===== config.mk =====
export PLATFORM = sky130hd
export DESIGN_NAME = keypad_multitap
export DESIGN_NICKNAME = d
export VERILOG_FILES = /design/src/rtl/keypad_multitap.sv
export SDC_FILE = /design/constraint.sdc
export NUM_CORES = 1
export LEC_CHECK = 0
export CAP_MARGIN = 10
export CORE_MARGIN = 1
export CORE_UTILIZATION = 30
export CTS_CLUSTER_SIZE = 12
export DETAILED_ROUTE_END_ITERATION = 6
export DONT_BUFFER_PORTS = 1
export GPL_TIMING_DRIVEN = 0
export SETUP_SLACK_MARGIN = 0.4
export SKIP_CTS_REPAIR_TIMING = 1
export SYNTH_ARGS = -nofsm -noshare
export SYNTH_HDL_FRONTEND = slang
export SYNTH_SLANG_ARGS = --single-unit

===== constraint.sdc =====
create_clock -name clk -period 4.9 [get_ports clk]
set_input_delay 0.735 -clock clk [delete_from_list [all_inputs] [get_ports clk]]
set_output_delay 0.735 -clock clk [all_outputs]
set_load 0.02 [all_outputs]

===== src/rtl/keypad_multitap.sv =====
// 3x4 keypad scanner with sweep debouncer and phone-style multi-tap letter entry.
// Optional macro KEYPAD_TIMEOUT_EN restarts the tap cycle after TAP_TIMEOUT idle clocks.
module keypad_multitap #(
   parameter int SCAN_CYCLES     = 4,
   parameter int DEBOUNCE_SWEEPS = 2,
   parameter int TAP_TIMEOUT     = 50
) (
   input  logic       clk,
   input  logic       nRst,
   input  logic [3:0] row,
   output logic [3:0] col,
   output logic [7:0] letter,
   output logic       letter_valid,
   output logic       letter_strobe,
   output logic       word_strobe,
   output logic       error
);
   localparam int SCW = $clog2(SCAN_CYCLES + 1);
   localparam int DBW = $clog2(DEBOUNCE_SWEEPS + 1);
   localparam logic [3:0] NO_KEY = 4'hF;
   localparam logic [3:0] K_SUBL = 4'd9;
   localparam logic [3:0] K_CLR  = 4'd10;
   localparam logic [3:0] K_SUBW = 4'd11;

   typedef enum logic {IDLE, PENDING} state_t;

   // ---------------- column scanner ----------------
   logic [1:0]     col_idx;
   logic [SCW-1:0] scan_cnt;
   logic [1:0]     acc_hits;   // saturates at 2: anything above one key is no-key
   logic [3:0]     acc_code;
   logic           sample, sweep_end;
   logic [2:0]     row_hits, tot_hits;
   logic [1:0]     row_r, hits_nxt;
   logic [3:0]     code_nxt, sweep_code;

   assign sample    = (scan_cnt == SCW'(SCAN_CYCLES - 1));
   assign sweep_end = sample && (col_idx == 2'd2);
   assign col       = 4'b1000 >> col_idx;

   always_comb begin
      row_hits = 3'(row[0]) + 3'(row[1]) + 3'(row[2]) + 3'(row[3]);
      tot_hits = {1'b0, acc_hits} + row_hits;
      hits_nxt = (tot_hits > 3'd2) ? 2'd2 : tot_hits[1:0];
      if (row[3])      row_r = 2'd0;
      else if (row[2]) row_r = 2'd1;
      else if (row[1]) row_r = 2'd2;
      else             row_r = 2'd3;
      code_nxt   = (row_hits == 3'd1) ? ({2'b0, row_r} * 4'd3 + {2'b0, col_idx}) : acc_code;
      sweep_code = (hits_nxt == 2'd1) ? code_nxt : NO_KEY;
   end

   always_ff @(posedge clk or negedge nRst) begin
      if (!nRst) begin
         col_idx  <= '0;
         scan_cnt <= '0;
         acc_hits <= '0;
         acc_code <= '0;
      end else begin
         scan_cnt <= sample ? '0 : scan_cnt + 1'b1;
         if (sweep_end) begin
            col_idx  <= '0;
            acc_hits <= '0;
            acc_code <= '0;
         end else if (sample) begin
            col_idx  <= col_idx + 1'b1;
            acc_hits <= hits_nxt;
            acc_code <= code_nxt;
         end
      end
   end

   // ---------------- sweep debouncer ----------------
   logic [3:0]     db_code;
   logic [DBW-1:0] db_cnt, run_nxt;
   logic           released, press;

   always_comb begin
      if (sweep_code != db_code)                  run_nxt = DBW'(1);
      else if (db_cnt == DBW'(DEBOUNCE_SWEEPS))   run_nxt = db_cnt;
      else                                        run_nxt = db_cnt + 1'b1;
   end

   assign press = sweep_end && released && (sweep_code != NO_KEY) &&
                  (run_nxt == DBW'(DEBOUNCE_SWEEPS));

   always_ff @(posedge clk or negedge nRst) begin
      if (!nRst) begin
         db_code  <= NO_KEY;
         db_cnt   <= '0;
         released <= 1'b1;
      end else if (sweep_end) begin
         db_code <= sweep_code;
         db_cnt  <= run_nxt;
         if (press)
            released <= 1'b0;
         else if (sweep_code == NO_KEY && run_nxt == DBW'(DEBOUNCE_SWEEPS))
            released <= 1'b1;
      end
   end

   // ---------------- tap window ----------------
   logic timed_out;
`ifdef KEYPAD_TIMEOUT_EN
   localparam int TW = $clog2(TAP_TIMEOUT + 1);
   logic [TW-1:0] tmo_cnt;
   // tmo_cnt >= TAP_TIMEOUT means strictly more than TAP_TIMEOUT clocks since the last press
   assign timed_out = (tmo_cnt >= TW'(TAP_TIMEOUT));
   always_ff @(posedge clk or negedge nRst) begin
      if (!nRst)           tmo_cnt <= '0;
      else if (press)      tmo_cnt <= '0;
      else if (!timed_out) tmo_cnt <= tmo_cnt + 1'b1;
   end
`else
   assign timed_out = (TAP_TIMEOUT < 0);  // window never expires
`endif

   // ---------------- multi-tap FSM ----------------
   function automatic logic [7:0] ascii(input logic [3:0] k, input logic [1:0] t);
      logic [7:0] base;
      case (k)
         4'd1:    base = 8'h41;
         4'd2:    base = 8'h44;
         4'd3:    base = 8'h47;
         4'd4:    base = 8'h4A;
         4'd5:    base = 8'h4D;
         4'd6:    base = 8'h50;
         4'd7:    base = 8'h54;
         default: base = 8'h57;
      endcase
      return base + {6'b0, t};
   endfunction

   state_t     state, state_n;
   logic [3:0] key_q, key_n;
   logic [1:0] tap_q, tap_n, tap_last;
   logic       lstr_n, wstr_n, err_n;
   logic [7:0] letter_n;

   assign tap_last = (key_q == 4'd6 || key_q == 4'd8) ? 2'd3 : 2'd2;

   always_comb begin
      state_n = state;
      key_n   = key_q;
      tap_n   = tap_q;
      lstr_n  = 1'b0;
      wstr_n  = 1'b0;
      err_n   = 1'b0;
      if (press) begin
         if (sweep_code >= 4'd1 && sweep_code <= 4'd8) begin
            if (state == PENDING && sweep_code == key_q && !timed_out) begin
               tap_n = (tap_q == tap_last) ? 2'd0 : tap_q + 2'd1;
            end else begin
               state_n = PENDING;
               key_n   = sweep_code;
               tap_n   = 2'd0;
            end
         end else if (sweep_code == K_SUBL) begin
            if (state == PENDING) begin
               lstr_n  = 1'b1;
               state_n = IDLE;
            end else begin
               err_n = 1'b1;
            end
         end else if (sweep_code == K_CLR) begin
            state_n = IDLE;
         end else if (sweep_code == K_SUBW) begin
            wstr_n  = 1'b1;
            state_n = IDLE;
         end
      end
      // on commit the strobe cycle still shows the letter being committed
      if (lstr_n)                 letter_n = ascii(key_q, tap_q);
      else if (state_n == PENDING) letter_n = ascii(key_n, tap_n);
      else                        letter_n = 8'h00;
   end

   always_ff @(posedge clk or negedge nRst) begin
      if (!nRst) begin
         state         <= IDLE;
         key_q         <= '0;
         tap_q         <= '0;
         letter        <= '0;
         letter_valid  <= 1'b0;
         letter_strobe <= 1'b0;
         word_strobe   <= 1'b0;
         error         <= 1'b0;
      end else begin
         state         <= state_n;
         key_q         <= key_n;
         tap_q         <= tap_n;
         letter        <= letter_n;
         letter_valid  <= (state_n == PENDING);
         letter_strobe <= lstr_n;
         word_strobe   <= wstr_n;
         error         <= err_n;
      end
   end
endmodule


# ---- Word-level counts from Yosys, hierarchy flattened
# Cells that the tools add are included.
# Widths: inputs -> output; s select.
dict set report word_totals {
  register_bits 36
  in_bits 6
  output_inout_bits 16
}
dict set report op_classes {
  n_addsub 11
  multipliers 1
  order_cmp 3
  n_eq_ne 29
  shift 1
  muxes 51
  reduce_logical 11
}
# op count
set ops {}
lappend ops {{$pmux 5 s7} 2}
lappend ops {{$mux 8} 5}
lappend ops {{$eq 4x3->1 const B} 8}
lappend ops {{$mux 4} 7}
lappend ops {{$mux 2} 13}
lappend ops {{$mux 1} 23}
lappend ops {{$eq 4x4->1 const B} 5}
lappend ops {{$add 8x2->8} 2}
lappend ops {{$eq 4x2->1 const B} 4}
lappend ops {{$eq 4x1->1 const B} 2}
lappend ops {{$logic_and 1x1->1} 7}
lappend ops {{$add 2x1->2 const B} 3}
lappend ops {{$eq 2x2->1 const B} 3}
lappend ops {{$add 4x2->4} 1}
lappend ops {{$eq 4x4->1} 1}
lappend ops {{$ge 4x1->1 const B} 1}
lappend ops {{$le 4x4->1 const B} 1}
lappend ops {{$mul 2x2->4 const B} 1}
lappend ops {{$ne 4x4->1} 1}
lappend ops {{$ne 4x4->1 const B} 1}
lappend ops {{$reduce_bool 2->1} 2}
lappend ops {{$shr 4x2->4 const A} 1}
lappend ops {{$add 2x1->3} 1}
lappend ops {{$add 2x3->3} 1}
lappend ops {{other kinds (11)} 11}

# ---- Longest topological paths before layout
# Gate-level depths: netlist of run 1.
dict set report depth {
  word_depth 20
  ltp_mapped 23
  ltp_nobuf 22
}

# ---- Least setup slack after synthesis of run 1
# OpenSTA, ideal clock, no wires.
dict set report synth_path {
  path_type {input-to-reg}
  startpoint {in row[0]}
  endpoint {reg letter[3]}
  setup_ns 0.087
  t_arrival_ns 5.539
  slack_ns -0.726
  cell_stages 18
  path_buffers 3
  cell_sequence {fa_1 > ha_1 > ha_1 > fa_1 > nor2b_1 > and2_1 > clkbuf_1 > nand2_1 > o311a_1 > or2_1 > buf_6 > or3_4 > buf_6 > o31ai_1 > ha_1 > a21o_1 > or4b_1 > o211ai_1}
}
dict set report synth_between {
  word_cells_on_any_way 52
}
# item line_no
set synth_rtl {}
lappend synth_rtl {{from (decl)} 10} ;# input logic [3:0] row,
lappend synth_rtl {{$add 1x1->2 (*)} 42} ;# row_hits = 3'(row[0]) + 3'(row[1]) + 3'(row[2]) + 3'(row[3]);
lappend synth_rtl {{$add 2x1->3 (*)} 42}
lappend synth_rtl {{$add 3x1->3 (*)} 42}
lappend synth_rtl {{$add 2x3->3} 43} ;# tot_hits = {1'b0, acc_hits} + row_hits;
lappend synth_rtl {{$gt 3x2->1} 44} ;# hits_nxt = (tot_hits > 3'd2) ? 2'd2 : tot_hits[1:0];
lappend synth_rtl {{$mux 2} 44}
lappend synth_rtl {{$eq 2x1->1} 50} ;# sweep_code = (hits_nxt == 2'd1) ? code_nxt : NO_KEY;
lappend synth_rtl {{$mux 4 (*)} 50}
lappend synth_rtl {{[... 2 more ...]} n/a}
lappend synth_rtl {{$eq 2x2->1 / $mux 2 (equally long branches)} {85, 151}}
lappend synth_rtl {{$logic_and 1x1->1 / $mux 2 (equally long branches)} {84, 150}}
lappend synth_rtl {{$mux 2 (*)} 149} ;# if (press) begin
lappend synth_rtl {{named net tap_n[1]} 136} ;# logic [1:0] tap_q, tap_n, tap_last;
lappend synth_rtl {{$add 8x2->8 (*)} 131} ;# return base + {6'b0, t};
lappend synth_rtl {{$mux 8 (*)} 174} ;# else if (state_n == PENDING) letter_n = ascii(key_n, tap_n);
lappend synth_rtl {{$mux 8 (*)} 173} ;# if (lstr_n) letter_n = ascii(key_q, tap_q);
lappend synth_rtl {{named net letter_n[3]} 138} ;# logic [7:0] letter_n;
lappend synth_rtl {{to (signal assigned)} 192} ;# letter <= letter_n;
lappend synth_rtl {{to (decl)} 12} ;# output logic [7:0] letter,
# Mark *: on every way through the listed nets, which the timed path passes. The rest lies on a longest branch. The select of a mux whose other input is x is not followed.
# A chain may end at the register's enable or synchronous reset.

# ---- Worst setup path after layout of run 1
dict set report layout_path {
  startpoint {in row[3]}
  endpoint {reg letter[4]}
}
dict set report layout_between {
  elab_chain_cells 18
  word_cells_on_any_way 53
}
# item line_no
set layout_lines {}
lappend layout_lines {{$add 3x1->3} 42}
lappend layout_lines {{$add 2x3->3} 43}
lappend layout_lines {{$gt 3x2->1} 44}
lappend layout_lines {{$mux 2} 44}
lappend layout_lines {{$eq 2x1->1} 50}
lappend layout_lines {{$mux 4 (*)} 50}
lappend layout_lines {{$ne 4x4->1 / $eq 4x4->1 (equally long branches)} {79, 151}}
lappend layout_lines {{$mux 2 / $logic_and 1x1->1 (equally long branches)} {79, 151}}
lappend layout_lines {{[... 3 more ...]} n/a}
lappend layout_lines {{named net key_n[0]} 135} ;# logic [3:0] key_q, key_n;
lappend layout_lines {{$eq 4x3->1, or another cell as far along} 121} ;# case (k)
lappend layout_lines {{$pmux 5 s7 (*)} 121}
lappend layout_lines {{$mux 8 (*)} 174}
lappend layout_lines {{$mux 8 (*)} 173}
lappend layout_lines {{$add 8x2->8 (*)} 131}
lappend layout_lines {{$mux 8 (*)} 174}
lappend layout_lines {{$mux 8 (*)} 173}
lappend layout_lines {{named net letter_n[4]} 138}
# Marks and branches as above.

==> results of run 1 <==
[kinds of logic after synthesis]
| logic type | count (synthesis) | synth area share [%] |
|---|---|---|
| AO/OA/AOI/OAI | 59 | 16.4 |
| XOR/XNOR | 9 | 3.09 |
| adder cells (fa/ha/maj) | 17 | 10.1 |
| buffers and inverters | 26 | 4.71 |
| flip-flops | 35 | 34.6 |
| multiplexers | 16 | 7.06 |
| other | 1 | 0.147 |
| AND/OR/NAND/NOR | 117 | 23.9 |
[power groups by stage]
stage / registers, mW / logic [mW] / clock network (mW)
6_report: 0.358 / 0.325 / 0.275
5_1_grt: 0.363 / 0.358 / 0.290
4_1_cts: 0.357 / 0.286 / 0.280
3_5_place_dp: 0.363 / 0.284 / 0
3_3_place_gp: 0.361 / 0.279 / 0
2_1_floorplan: 0.356 / 0.235 / 0
[registers in the layout, indices dropped and copies added (netlist names)]
register       count
tap_q              2
error              1
state              1
acc_hits           2
col_idx            2
db_cnt             2
key_q              4
letter_strobe      1
scan_cnt           3
db_code            4
word_strobe        1
released           1
acc_code           4
letter             7
[through the flow]
step                util (%)  power, mW  setup TNS [ps]  setup WS (ps)
CTS                     35.5      0.923           -1730           -586
global placement        34.1      0.640           -2950           -828
finish                  37.9      0.958            -997           -294
global route            37.9       1.01           -1660           -479
detailed placement      34.1      0.647           -3230           -885
floorplan                  -      0.591           -1130           -466
[routing by layer]
metal  global-route usage (%)  part of all wire (%)  vias up
li1                         -                     -     1044
met1                     20.5                    46     1061
met2                     23.6                    47       61
met3                     2.91                   4.9       15
met4                     6.54                   2.5        0
met5                        0                     0        -
[path summary, 6_finish.rpt]
path                       cells after the start        start  slack [ps]           to
max                                           19       row[3]        -290    letter[4]
min                                            0         nRst         130    letter[6]
max reg2reg                                   18   col_idx[1]         -80    letter[4]
min reg2reg                                    1  scan_cnt[0]         460  scan_cnt[0]
max in group asynchronous                      0         nRst        4590   db_code[0]
min in group clk                               1  scan_cnt[0]         460  scan_cnt[0]
[area by class of cell]
type | count | area share [%]
tap | 105 | 4.22
inverter | 12 | 1.45
clock buffer | 6 | 2.65
sequential | 35 | 28.3
multi-input combinational | 220 | 55.7
timing repair buffer | 14 | 3.61
buffer | 14 | 2.93
clock inverter | 2 | 1.12
[cells in the final DEF (no fill, tap or decap), types with 4 or more instances in the layout]
cell type                  count
sky130_fd_sc_hd__a21oi_1      14
sky130_fd_sc_hd__buf_4        13
sky130_fd_sc_hd__buf_6         5
sky130_fd_sc_hd__clkbuf_1      8
sky130_fd_sc_hd__clkbuf_8      6
sky130_fd_sc_hd__dfrtp_1      30
sky130_fd_sc_hd__dfstp_2       5
sky130_fd_sc_hd__ha_1          7
sky130_fd_sc_hd__inv_1        11
sky130_fd_sc_hd__mux2_2        5
sky130_fd_sc_hd__mux2i_1       5
sky130_fd_sc_hd__mux2i_2       4
sky130_fd_sc_hd__nand2_1      30
sky130_fd_sc_hd__nand2b_1      4
sky130_fd_sc_hd__nand3_1       5
sky130_fd_sc_hd__nor2_1       26
sky130_fd_sc_hd__nor2b_1       5
sky130_fd_sc_hd__nor3_1       10
sky130_fd_sc_hd__o21ai_0       9
sky130_fd_sc_hd__xnor2_1       6
==> metrics.cfg, run 1 <==
[yosys]
synth.avg_cell_area_um2=9.11
synth-main-ff-cell=sky130_fd_sc_hd__dfrtp_1
ys_ff_latch=35
synth_cells=280
register_area_share_after_synthesis_pct=34.6
asyncSetResetFlopFracSynth_pct=100
edff_count_synth=0
cell_with_the_most_instances_after_synthesis=sky130_fd_sc_hd__nand2_1
post_synth_instance_area_um2=2550
post_synth_most_frequent_cells=32 x sky130_fd_sc_hd__nand2_1, 30 x sky130_fd_sc_hd__dfrtp_1, 27 x sky130_fd_sc_hd__nor2_1
synth.top_cell.area_share_pct=29.4
unique_cell_type_count_in_the_yosys_netlist=57
synth.yosys.warnings=0
synthDominantAreaCellType=sky130_fd_sc_hd__dfrtp_1
synthTopCellsByArea=sky130_fd_sc_hd__dfrtp_1 29%, sky130_fd_sc_hd__ha_1 5.4%, sky130_fd_sc_hd__dfstp_2 5.1%, sky130_fd_sc_hd__fa_1 4.7%, sky130_fd_sc_hd__nand2_1 4.7%

[pwr]
power.combinational.fraction_pct=33.9
clock_power_share_pct=28.7
irDropWorstVdd_uv=119
power_report.internal_total_mw=0.647
power_density_nw_per_um2=308
p_seq_share_pct=37.4
swShare_pct=32.5
power_leakage_nw=1.30
netSwitchingPower_mw=0.311

[critical_path]
timing.critical_path.to_type=register
critPathTopFamily=adder cells
master_of_the_slowest_instance_on_the_critical_path=sky130_fd_sc_hd__fa_1
cp_cell_sequence=fa_1 -> ha_4 -> ha_4 -> fa_2 -> nor2b_2 -> and2_4 -> buf_8 -> and2_4 -> a311o_1 -> a2111oi_4 -> mux2i_2 -> nor2_2 -> a211o_1 -> buf_4 -> fa_2 -> nand3_2 -> a21oi_2 -> o211ai_1 -> nand3_1
cp.buffers_inverters=2
worstSetupPathType=in -> reg
cp_data_arrival_time_ps=5360
critical_path_peak_fanout=10
critPathRequiredTime_ps=5060
worstSetupStartpointType=primary input
cpPeakStageDelay_ps=560

[place]
detailed_place.area_um2=2800
place.gp.congestion=0.876
port_buffers=0
placed_cells=386
dpl.hpwl_um=4520

[layout]
number_of_nets_in_the_final_layout=325
seq_area_um2=882
layout_cells_sized_above_1_pct=26.1
final_area_um2=3120
count_of_antenna_diodes_in_the_layout=0
layout_cells_excl_fill=408
area_growth_from_synthesis_to_final_layout_pct=22.1
layout.filler_cells=804
multi_input_gate_area_um2=1740

[floorplan]
floorplan.core_area_um2=8220
rows=33
die_w_um=94.2
design.portCount=22
die_area_um2=8880
floorplan.die.height_um=94.2
floorplan.initialDensity_pct=31.0

[clock_tree]
cts_tree=built
clk_pin_slew_ps=70
numClockSinks=35
number_of_buffers_on_the_longest_clock_path=2
ctsRootBufferMaster=sky130_fd_sc_hd__clkbuf_8
cts_buffers=5
htreeDepth=2
insertion_delay_ps=290

[route]
detail_route.vias_per_cell=5.35
antenna_left=0
dr.pass1.iters=4
routedWlPerCell_um=15.8
totalWireLength_um=6460
dr_total_vias=2181
drt-initial-drc-count=224
drc_errors=0

[sta]
tightest_slew_ps=653
rsz0062_at_grt=true
timing_hold_violations_final=0
final-max-slew-violation-count=0
max-slew-margin-rel_pct=55.9
period_minus_ws_final_ps=5190
finalSetupViolations=4
worst_hold_slack_across_all_endpoints_ps=131
final_min_period_over_clock_period_pct=106
timing.clock.skew_ps=5.68
setup_slack_ps=-294
max_freq_mhz=193

[grt]
grt_pass1_vias=2103
grt_overflow_total=0
grt_max_degree=36
track_usage_pct=15.2
antenna_found_initial=0
grt_pass1_wl_um=10500

[outcome]
outcome=complete, but fails checks
failed_checks=setup timing

[job]
maxCapViolations=0

[min_path]
min_path_type=in -> async

No activity file was read; power rests on OpenSTA's default activity.
==> run 2: changes to the inputs <==
--- a/config.mk
+++ b/config.mk
@@ -8,6 +8,7 @@
 export CAP_MARGIN = 10
 export CORE_MARGIN = 1
 export CORE_UTILIZATION = 30
+export CTS_BUF_LIST = sky130_fd_sc_hd__clkbuf_16
 export CTS_CLUSTER_SIZE = 12
 export DETAILED_ROUTE_END_ITERATION = 6
 export DONT_BUFFER_PORTS = 1
==> run 2 against run 1 <==
Net effect:
- the run still ends with setup timing left
- critical path type unchanged
- register-to-register slack better by 20 ps
- wire length is 0.29% higher
- highest routed layer unchanged
- setup slack worse by 20 ps
- hold slack better by 14 ps
- sequential cell count stayed put
- largest power group unchanged
- via count is 0.92% lower
==> metrics.cfg, run 2 (synthesis results as in run 1) <==
[floorplan]
floorplan.initialDensity_pct=31.0  ; unchanged
design.portCount=22  ; unchanged
floorplan.die.height_um=94.2  ; unchanged
rows=33  ; unchanged
die_area_um2=8880  ; unchanged
die_w_um=94.2  ; unchanged
floorplan.core_area_um2=8220  ; unchanged

[sta]
max-slew-margin-rel_pct=57.5  ; was 55.9%
finalSetupViolations=4  ; unchanged
tightest_slew_ps=630  ; was 653 ps
timing.clock.skew_ps=1.67  ; was 5.68 ps
rsz0062_at_grt=true  ; unchanged
setup_slack_ps=-314  ; was -294 ps
final-max-slew-violation-count=0  ; unchanged
final_min_period_over_clock_period_pct=106  ; about the same
timing_hold_violations_final=0  ; unchanged
max_freq_mhz=192  ; was 193 MHz
period_minus_ws_final_ps=5210  ; was 5190 ps

[clock_tree]
clk_pin_slew_ps=50  ; was 70 ps
number_of_buffers_on_the_longest_clock_path=2  ; unchanged
htreeDepth=2  ; unchanged
numClockSinks=35  ; unchanged
cts_buffers=5  ; unchanged
cts_tree=built  ; unchanged
insertion_delay_ps=280  ; was 290 ps
ctsRootBufferMaster=sky130_fd_sc_hd__clkbuf_16  ; was sky130_fd_sc_hd__clkbuf_8

[route]
dr.pass1.iters=4  ; unchanged
antenna_left=0  ; unchanged
drt-initial-drc-count=195  ; was 224
detail_route.vias_per_cell=5.32  ; was 5.35
drc_errors=0  ; unchanged
routedWlPerCell_um=16.0  ; was 15.8 µm
dr_total_vias=2161  ; was 2181
totalWireLength_um=6480  ; was 6460 µm

[grt]
grt_pass1_vias=2109  ; was 2103
grt_pass1_wl_um=10700  ; was 10500 µm
track_usage_pct=15.7  ; was 15.2%
antenna_found_initial=0  ; unchanged
grt_max_degree=36  ; unchanged
grt_overflow_total=0  ; unchanged

[outcome]
outcome=complete, but fails checks  ; unchanged
failed_checks=setup timing  ; unchanged

[critical_path]
critical_path_peak_fanout=10  ; unchanged
critPathRequiredTime_ps=5090  ; was 5060 ps
cpPeakStageDelay_ps=560  ; about the same
cp_data_arrival_time_ps=5400  ; was 5360 ps
cp_cell_sequence=fa_1 -> ha_4 -> ha_4 -> fa_2 -> nor2b_2 -> and2_4 -> buf_8 -> and2_4 -> a311o_1 -> a2111oi_4 -> mux2i_2 -> nor2_2 -> a211o_1 -> ha_1 -> a21o_1 -> or4b_4 -> o211ai_1  ; was fa_1 -> ha_4 -> ha_4 -> fa_2 -> nor2b_2 -> and2_4 -> buf_8 -> and2_4 -> a311o_1 -> a2111oi_4 -> mux2i_2 -> nor2_2 -> a211o_1 -> buf_4 -> fa_2 -> nand3_2 -> a21oi_2 -> o211ai_1 -> nand3_1
worstSetupPathType=in -> reg  ; unchanged
worstSetupStartpointType=primary input  ; unchanged
timing.critical_path.to_type=register  ; unchanged
master_of_the_slowest_instance_on_the_critical_path=sky130_fd_sc_hd__fa_1  ; unchanged

[layout]
count_of_antenna_diodes_in_the_layout=0  ; unchanged
regMostFlops=letter  ; unchanged
seq_area_um2=882  ; unchanged
area_growth_from_synthesis_to_final_layout_pct=23.3  ; was 22.1%
multi_input_gate_area_um2=1740  ; unchanged
layout_cells_sized_above_1_pct=25.2  ; was 26.1%
final_core_utilization_pct=38.3  ; was 37.9%
largest_register_ffs=7  ; unchanged
number_of_nets_in_the_final_layout=323  ; was 325
layout.filler_cells=792  ; was 804
layout_common_cells=30 x sky130_fd_sc_hd__nand2_1, 30 x sky130_fd_sc_hd__dfrtp_1, 26 x sky130_fd_sc_hd__nor2_1  ; unchanged

[place]
place.gp.congestion=0.876  ; unchanged
port_buffers=0  ; unchanged
dpl.hpwl_um=4520  ; unchanged

[job]
maxCapViolations=0  ; unchanged

[min_path]
min_path_type=in -> async  ; unchanged

[pwr]
power_leakage_nw=1.31  ; was 1.30 nW
irDropWorstVdd_uv=136  ; was 119 µV
power_density_nw_per_um2=331  ; was 308 nW/µm²
post_layout_power_mw=1.04  ; was 0.958 mW

## run 2: changes by cell type in the layout (fill, tap and decap cells not counted), sizes merged
cell    previous run  this run
buf               19        17
clkbuf            15        14
clkinv             1         2
## run 2: through the flow
stage	hold slack, ps	std cells	cell area [µm²]	setup TNS, ps	setup slack (ps)
6_report	145	406	3150	-1070	-314
3_3_place_gp	421	386	2800	-2950	-828
2_1_floorplan	409	281	2670	-1130	-466
4_1_cts	141	394	2970	-1810	-602
3_5_place_dp	440	386	2800	-3230	-885
5_1_grt	135	406	3150	-1670	-494
## run 2: routing by layer
| metal | up-vias | share of wire [%] | track usage, % |
|---|---|---|---|
| met5 | - | 0 | 0 |
| met4 | 0 | 2.1 | 7.69 |
| met3 | 7 | 5.9 | 3.16 |
| met2 | 67 | 48 | 24.1 |
| met1 | 1052 | 44 | 20.9 |
| li1 | 1035 | - | - |
## run 2: where the power goes
part           switching (mW)  total (mW)  internal (mW)  leakage (nW)
registers              0.0279       0.359          0.331         0.451
logic                   0.173       0.324          0.152         0.776
clock network           0.122       0.359          0.237        0.0812
## run 2: final cells by class
class | instances | area share [%]
well taps | 105 | 4.17
flip-flops and latches | 35 | 28.0
inverters | 12 | 1.43
repair buffers | 12 | 3.10
clock buffers | 5 | 3.98
clock inverters | 3 | 1.23
plain buffers | 14 | 2.90
multi-input cells | 220 | 55.1
## run 2: worst max-delay path, delay by kind of cell
| kind | cells | cell delay, ps |
|---|---|---|
| adders and majority gates | 5 | 1760 |
| AOI/OAI and AO/OA | 5 | 1470 |
| and+or+nand+nor | 5 | 920 |
| muxes | 1 | 370 |
| buffers and inverters | 1 | 130 |
## run 2: path summary, 6_finish.rpt
path                            cells after the start  slack [ps]   startpoint           to
worst min-delay path                                0         140         nRst    letter[2]
max in group asynchronous                           0        4580         nRst   db_code[3]
worst min register to register                      1         450  scan_cnt[0]  scan_cnt[0]
worst max register to register                     16         -60   col_idx[1]    letter[3]
min in group clk                                    1         450  scan_cnt[0]  scan_cnt[0]
worst max-delay path                               17        -310       row[3]    letter[3]
==> run 3: changes to the inputs <==
--- a/config.mk
+++ b/config.mk
@@ -13,6 +13,7 @@
 export DETAILED_ROUTE_END_ITERATION = 6
 export DONT_BUFFER_PORTS = 1
 export GPL_TIMING_DRIVEN = 0
+export REMOVE_ABC_BUFFERS = 1
 export SETUP_SLACK_MARGIN = 0.4
 export SKIP_CTS_REPAIR_TIMING = 1
 export SYNTH_ARGS = -nofsm -noshare
==> run 3 against run 2 <==
Net effect:
- wire length is 6.7% lower
- clock power decreased by 15%
- clock skew rose by 5.7 ps
- the run still ends with setup timing left
- via count is 0.37% higher
- setup slack better by 5.3 ps
- final cell count shrank 1.5%
- critical endpoint unchanged
- final area down 1.8%
- combinational power fell by 5%
- utilization decreased by 0.70 points
- clock-buffer cell count unchanged
- non-clock buffer count is 6 lower
- sequential share of layout area increased by 0.52 points
==> metrics.cfg, run 3 (synthesis results as in run 1) <==
[clock_tree]
clk_pin_slew_ps=60  ; was 50 ps
numClockSinks=35  ; unchanged
cts_tree=built  ; unchanged
ctsRootBufferMaster=sky130_fd_sc_hd__clkbuf_16  ; unchanged
htreeDepth=2  ; unchanged
number_of_buffers_on_the_longest_clock_path=2  ; unchanged
insertion_delay_ps=280  ; about the same
cts_buffers=5  ; unchanged

[place]
placed_cells=372  ; was 386
place.gp.congestion=0.826  ; was 0.876
port_buffers=0  ; unchanged
dpl.hpwl_um=4060  ; was 4520 µm
detailed_place.area_um2=2610  ; was 2800 µm²

[critical_path]
worstSetupStartpointType=primary input  ; unchanged
critPathTopFamily=adder cells  ; unchanged
timing.critical_path.to_type=register  ; unchanged
worstSetupPathType=in -> reg  ; unchanged
cp.buffers_inverters=0  ; was 1
cpPeakStageDelay_ps=570  ; was 560 ps
reg2reg_depth=16  ; unchanged
worst-path-stages=16  ; was 17
cp_cell_sequence=fa_1 -> ha_4 -> ha_4 -> fa_1 -> nor2b_2 -> and2_4 -> and2_4 -> a311o_1 -> a2111oi_4 -> mux2i_2 -> nor2_1 -> a211o_1 -> ha_1 -> a21o_1 -> or4b_1 -> o211ai_1  ; was fa_1 -> ha_4 -> ha_4 -> fa_2 -> nor2b_2 -> and2_4 -> buf_8 -> and2_4 -> a311o_1 -> a2111oi_4 -> mux2i_2 -> nor2_2 -> a211o_1 -> ha_1 -> a21o_1 -> or4b_4 -> o211ai_1
master_of_the_slowest_instance_on_the_critical_path=sky130_fd_sc_hd__fa_1  ; unchanged
critical_path_peak_fanout=8  ; was 10
cp_data_arrival_time_ps=5400  ; about the same
critPathRequiredTime_ps=5100  ; was 5090 ps

[layout]
layout_cells_excl_fill=400  ; was 406
layout.cells.most_common=sky130_fd_sc_hd__dfrtp_1
multi_input_gate_area_um2=1740  ; about the same
largest_register_ffs=7  ; unchanged
layout.filler_cells=782  ; was 792
seq_area_um2=882  ; unchanged
layout_cells_sized_above_1_pct=26.1  ; was 25.2%
count_of_antenna_diodes_in_the_layout=0  ; unchanged
final_area_um2=3090  ; was 3150 µm²
area_growth_from_synthesis_to_final_layout_pct=21.1  ; was 23.3%
layout_common_cells=30 x sky130_fd_sc_hd__dfrtp_1, 29 x sky130_fd_sc_hd__nand2_1, 27 x sky130_fd_sc_hd__nor2_1  ; was 30 x sky130_fd_sc_hd__nand2_1, 30 x sky130_fd_sc_hd__dfrtp_1, 26 x sky130_fd_sc_hd__nor2_1
regMostFlops=letter  ; unchanged
number_of_nets_in_the_final_layout=317  ; was 323

[grt]
grt_pass1_vias=1888  ; was 2109
grt_max_degree=36  ; unchanged
track_usage_pct=13.1  ; was 15.7%
grt_pass1_wl_um=9180  ; was 10700 µm
grt_overflow_total=0  ; unchanged
antenna_found_initial=0  ; unchanged

[floorplan]
floorplan.initialDensity_pct=31.0  ; unchanged
floorplan.die.height_um=94.2  ; unchanged
die_w_um=94.2  ; unchanged
rows=33  ; unchanged
design.portCount=22  ; unchanged
floorplan.core_area_um2=8220  ; unchanged
die_area_um2=8880  ; unchanged

[sta]
timing_hold_violations_final=0  ; unchanged
tightest_slew_ps=637  ; was 630 ps
rsz0062_at_grt=true  ; unchanged
period_minus_ws_final_ps=5210  ; about the same
final-max-slew-violation-count=0  ; unchanged
max-slew-margin-rel_pct=56.9  ; was 57.5%
setup_slack_ps=-309  ; was -314 ps
worst_hold_slack_across_all_endpoints_ps=141  ; was 145 ps
max_freq_mhz=192  ; about the same
final_min_period_over_clock_period_pct=106  ; about the same
finalSetupViolations=4  ; unchanged
timing.clock.skew_ps=7.33  ; was 1.67 ps

[route]
routedWlPerCell_um=15.1  ; was 16.0 µm
antenna_left=0  ; unchanged
drt-initial-drc-count=117  ; was 195
totalWireLength_um=6040  ; was 6480 µm
detail_route.vias_per_cell=5.42  ; was 5.32
dr.pass1.iters=5  ; was 4
drc_errors=0  ; unchanged
dr_total_vias=2169  ; was 2161

[job]
maxCapViolations=0  ; unchanged

[outcome]
outcome=complete, but fails checks  ; unchanged
failed_checks=setup timing  ; unchanged

[min_path]
min_path_type=in -> async  ; unchanged

[pwr]
power_density_nw_per_um2=316  ; was 331 nW/µm²
irDropWorstVdd_uv=145  ; was 136 µV
power_leakage_nw=1.29  ; was 1.31 nW

## run 3: cell count changes in the layout (fill, tap and decap cells not counted), sizes merged
cell | before | now
bufinv | 1 | 0
clkbuf | 14 | 5
buf | 17 | 20
inv | 12 | 13
## run 3: path summary, 6_finish.rpt
path                                to  slack [ps]   startpoint
setup reg to reg             letter[3]         -90   col_idx[1]
setup / recovery             letter[3]        -310       row[3]
hold reg to reg            scan_cnt[0]         430  scan_cnt[0]
max in group asynchronous   db_code[0]        4570         nRst
hold / removal                   state         140         nRst
min in group clk           scan_cnt[0]         430  scan_cnt[0]
## run 3: power by group
| group | switching [mW] | internal (mW) |
|---|---|---|
| Sequential | 0.0308 | 0.331 |
| Clock | 0.121 | 0.184 |
| Combinational | 0.168 | 0.141 |
| Total | 0.320 | 0.655 |
## run 3: final cells by class
type	count	share of cell area, %
Sequential cell	35	28.6
Timing Repair Buffer	20	5.02
Clock inverter	3	0.405
Multi-Input combinational cell	220	56.3
Clock buffer	5	4.05
Inverter	12	1.46
Tap cell	105	4.25
## run 3: metrics by stage
stage                     utilization [%]  total power [mW]  TNS, ps  setup slack [ps]
after detailed placement             31.8             0.596    -6130             -1410
after floorplan                         -             0.545    -1630              -577
after CTS                            33.5             0.902    -4080             -1130
after global placement               31.8             0.590    -6140             -1460
after global routing                 37.6              1.03    -1700              -510
final                                37.6             0.975    -1010              -309
## run 3: per-layer routing
layer | track usage [%] | vias to the layer above | share of wire (%)
li1 | - | 1031 | -
met1 | 18.5 | 1046 | 45
met2 | 20.2 | 77 | 47
met3 | 1.70 | 15 | 5.7
met4 | 5.13 | 0 | 2.4
met5 | 0 | - | 0
